File: src/rtl/sam_seq_ctrl.sv
// Sequential signed WIDTHxWIDTH shift-and-accumulate multiplier, one multiplier bit per clock.
// Latency: start accepted at edge N, done pulses with the new result after edge N+WIDTH.
// Backpressure: none; start is honoured only in IDLE and ignored (not queued) while RUN or DONE.
module sam_seq_ctrl #(
  parameter int WIDTH = 32
) (
  input  logic                 clk,
  input  logic                 rst_n,
  input  logic                 start,
  input  logic [WIDTH-1:0]     a,
  input  logic [WIDTH-1:0]     b,
  output logic                 busy,
  output logic                 done,
  output logic [2*WIDTH-1:0]   result
);

  localparam int CW = $clog2(WIDTH);
  localparam logic [CW-1:0] LAST = CW'(WIDTH - 1);

  typedef enum logic [1:0] {
    IDLE = 2'd0,
    RUN  = 2'd1,
    DONE = 2'd2
  } state_t;

  state_t               state;
  state_t               state_nxt;
  logic [2*WIDTH-1:0]   mcand;
  logic [2*WIDTH-1:0]   acc;
  logic [2*WIDTH-1:0]   acc_nxt;
  logic [WIDTH-1:0]     mplier;
  logic [CW-1:0]        count;
  logic                 last;

  // The final multiplier bit is the sign bit and carries negative weight.
  assign last = (count == LAST);

  // State register.
  always_ff @(posedge clk or negedge rst_n) begin
    if (!rst_n) begin
      state <= IDLE;
    end else begin
      state <= state_nxt;
    end
  end

  // Next-state logic: DONE lasts exactly one cycle, then back to IDLE.
  always_comb begin
    state_nxt = state;
    case (state)
      IDLE:    if (start) state_nxt = RUN;
      RUN:     if (last)  state_nxt = DONE;
      DONE:    state_nxt = IDLE;
      default: state_nxt = IDLE;
    endcase
  end

  // Accumulator update for the current multiplier bit (add, subtract on the sign bit, or hold).
  always_comb begin
    acc_nxt = acc;
    if (mplier[0]) begin
      acc_nxt = last ? (acc - mcand) : (acc + mcand);
    end
  end

  // Datapath: operand capture on accept, shift/accumulate in RUN, result latched on the last step.
  always_ff @(posedge clk or negedge rst_n) begin
    if (!rst_n) begin
      mcand  <= '0;
      mplier <= '0;
      acc    <= '0;
      count  <= '0;
      result <= '0;
    end else begin
      case (state)
        IDLE: begin
          if (start) begin
            mcand  <= {{WIDTH{a[WIDTH-1]}}, a};
            mplier <= b;
            acc    <= '0;
            count  <= '0;
          end
        end
        RUN: begin
          acc    <= acc_nxt;
          mcand  <= mcand << 1;
          mplier <= mplier >> 1;
          if (last) begin
            result <= acc_nxt;
          end else begin
            count <= count + 1'b1;
          end
        end
        default: begin
        end
      endcase
    end
  end

  assign busy = (state == RUN);
  assign done = (state == DONE);

endmodule

File: config.mk
export PLATFORM = sky130hd
export DESIGN_NAME = sam_seq_ctrl
export DESIGN_NICKNAME = d
export VERILOG_FILES = /design/src/rtl/sam_seq_ctrl.sv
export SDC_FILE = /design/constraint.sdc
export NUM_CORES = 1
export LEC_CHECK = 0
export ABC_AREA = 0
export CAP_MARGIN = 20
export CORE_MARGIN = 2
export CORE_UTILIZATION = 55
export CTS_CLUSTER_DIAMETER = 150
export DETAILED_ROUTE_END_ITERATION = 10
export HOLD_SLACK_MARGIN = 0.12
export PLACE_DENSITY_LB_ADDON = 0.2
export SETUP_SLACK_MARGIN = 0.02
export SYNTH_ARGS = -nofsm -noshare
export SYNTH_HDL_FRONTEND = slang
export SYNTH_SLANG_ARGS = --single-unit
File: constraint.sdc
create_clock -name clk -period 11 [get_ports clk]
set_input_delay 2.2 -clock clk [delete_from_list [all_inputs] [get_ports clk]]
set_output_delay 2.2 -clock clk [all_outputs]
set_load 0.1 [all_outputs]
==> summary.md <==
| Metric | Value |
|---|---|
| Yosys top cell by area | `dfrtp_1` |
| Via density | `5.96` |
| Ys async rst share | `100%` |
| Fill count | `2268` |
| Gr usage total | `28.3%` |
| Clk sinks | `231` |
| Relative slew slack | `27.9%` |
| Postcts setup bufs | `0` |
| Worst setup startpoint | `mcand[8]$_DFFE_PN0P_` |
| Antenna violations before repair | `0` |
| Outcome | `finished clean` |
| Detailed Route WL | `39500 µm` |
| RSZ-0062 raised after global routing | `false` |
| R2R Setup Slk | `5.25 ns` |
| Remaining DRCs | `0` |
| Syn_nets | `1905` |
| Adder-cell share of the synthesized area | `5.74%` |
| Die Footprint | `28100 µm²` |
| Commonest cells in the netlist | `nand2_1, dfrtp_1, o21ai_0` |
| Worst min path class | `reg2reg` |
| Row count | `59` |
| HP Start | `result[37]$_DFFE_PN0P_` |
| Warnings, synthesis | `0` |
| Post-synthesis cell count | `1771` |
| Nature of the critical path endpoint | `flop` |
| Critical Path AT | `6.20 ns` |
| Starting density of the core | `56.2%` |
| Dpl ws | `5.29 ns` |
| Clock-pin slew on the worst setup and hold paths | `0.06 ns` |
| Cell with the most instances after synthesis | `nand2_1` |
| Mux share of post-synthesis cell area | `2.94%` |
| Simple-gate area share of the yosys netlist | `17.6%` |
| 1st-iter DRT viols | `1093` |
| Max-slew violations | `0` |
| GRT Residual Overflow | `0` |
| Buffers on Ports | `132` |
| Vias post-DR | `13000` |
| Clock Skew | `0.0121 ns` |
| Sequential share of the synthesized area | `39.2%` |
| Critical path launch point type | `flop` |
| H-tree levels | `1` |
| Max Clock Freq | `0.174 GHz` |
| Setup_tns | `0 ns` |
| Drt pass-1 iters | `5` |
| Worst hold slack | `0.472 ns` |
| Post-synth EDFFs | `0` |
| Die W | `168 µm` |
| Combinational family with the most area after synthesis | `compound AO/OA/AOI/OAI gates` |
| Dpl hpwl | `28300 µm` |
| Final setup viols | `0` |
| CTS tree | `built` |
| Worst-path fanout max | `6` |
| Num CTS Buffers | `26` |
| Most common flop cell mapped by yosys | `dfrtp_1` |
| Worst path slowest cell | `or4_1` |
| Area Overhead vs Synth | `15.8%` |
| Top cell type's share of synthesized area | `39.2%` |
| WS Path Type | `reg2reg` |
| Post-layout nets | `1966` |
| R2R Path Start | `mcand[8]$_DFFE_PN0P_` |
| Antenna diode count | `0` |
| Final hold vios | `0` |
| Clock Tree Root | `clkbuf_16` |
| CTS Buffer Depth | `3` |
| IO Pins | `133` |
| Compound-Gate Fraction of Synth Area | `23.4%` |
| Clock Latency Late Sink | `0.54 ns` |
| Gp weighted congestion | `0.927` |
| Design Area, Final | `17100 µm²` |
| Fraction of layout cells with a size suffix above 1 | `4.21%` |
| WP data required | `11.45 ns` |
| Post-CTS sizing | `0` |
| Netlist Area Pre-Place | `14700 µm²` |
| Number of max-cap violations | `0` |
| CP max stage delay | `0.55 ns` |
| Vias in the first global route | `12300` |
| CP Cell Sequence | `or4_1, nor3_2, nand2_1, nor2_1, and3_1, nand2_1, nor2_1, a21oi_1, xnor2_1, ha_1, and2_1, nand3_1, or3_1, o221ai_1, a31oi_1, o21ai_0, xor2_1, mux2i_1, o21ai_0` |
| Post-DRT Antenna Nets | `0` |
| Min cycle time layout | `5.75 ns` |
| Avg Inst Size Synth | `8.32 µm²` |
| Final worst slack | `5.25 ns` |
| Die H | `168 µm` |
| Largest net degree at the start of global routing | `106` |
| Unique masters post-synth | `67` |
| Core Footprint | `26200 µm²` |
| WL/cell | `18.1 µm` |
| First-pass GRT wire length | `64700 µm` |
| Post-Synth XOR/XNOR Area | `7.07%` |
| Cts hold-fix bufs | `0` |
| Placed Area | `16200 µm²` |
| Dominant cells by area after synthesis | `dfrtp_1, nand2_1, xnor2_1` |
| Final period utilization | `52.3%` |
| Synthesized flop and latch total | `231` |
| Slew @ Worst Pin | `1.08 ns` |
## final timing paths
path                                     endpoint  cells past startpoint
max                        result[59]$_DFFE_PN0P_                     19
min                        result[37]$_DFFE_PN0P_                      2
max reg2reg                result[59]$_DFFE_PN0P_                     19
min reg2reg                result[37]$_DFFE_PN0P_                      2
max in group asynchronous  result[62]$_DFFE_PN0P_                      2
min in group asynchronous     acc[17]$_DFFE_PN0P_                      1
## routing by layer
layer / routed length (µm) / track usage [%] / up-vias
li1: - / - / 6383
met2: 16600 / 42.2 / 460
met4: 836 / 7.03 / 0
met5: 0 / 0 / -
met3: 3070 / 4.51 / 64
met1: 19000 / 43.0 / 6128
## registers in the layout (all words and copies together) (netlist names)
name,count
acc,64
mcand,64
mplier,32
count,5
result,64
state,2
## per-stage QoR
step                      instances  util, %
after floorplan                1771        -
after global placement         2139     61.8
after detailed placement       2139     61.8
after CTS                      2187     65.1
after global routing           2187     65.1
final                          2187     65.1
## area by class of cell
type                            count  area, µm²  area share, %
Tap cell                          335        419           2.46
Inverter                           44        165          0.968
Sequential cell                   231       5780           33.9
Timing Repair Buffer              147       1440           8.43
Clock inverter                      7       88.8          0.521
Clock buffer                       41        778           4.56
Multi-Input combinational cell   1382       8390           49.2
## cells by family after synthesis
family,after synthesis
xor+xnor,118
simple gates,586
flops,231
compound gates,568
buf+inv,158
fa+ha+maj,67
mux,43
## worst max-delay path, delay by kind of cell (launching register included)
family,cells,cell delay [ns]
muxes,1,0.15
and+or+nand+nor,10,2.90
DFF,1,0.43
adders and majority gates,1,0.41
xor gates and xnor gates,2,0.52
AOI/OAI and AO/OA,5,1.26
## layout by cell type (no fill, tap or decap), types with 8 or more instances in the layout
cell	instances
a211oi_1	14
a21o_1	56
a21oi_1	159
a22o_1	24
a31oi_1	80
and2_1	8
buf_4	15
clkbuf_1	9
clkbuf_16	27
clkdlybuf4s50_1	131
dfrtp_1	230
ha_1	65
inv_1	43
mux2i_1	41
nand2_1	297
nand3_1	13
nand4_1	21
nor2_1	145
nor2b_1	13
nor3_1	26
nor3b_1	11
nor4_1	13
o21a_1	11
o21ai_0	162
o21bai_1	16
or3_1	9
xnor2_1	101
xor2_1	16
Power is not shown: default switching activity piles up to over one toggle a cycle in this logic, so the estimate is an artifact.
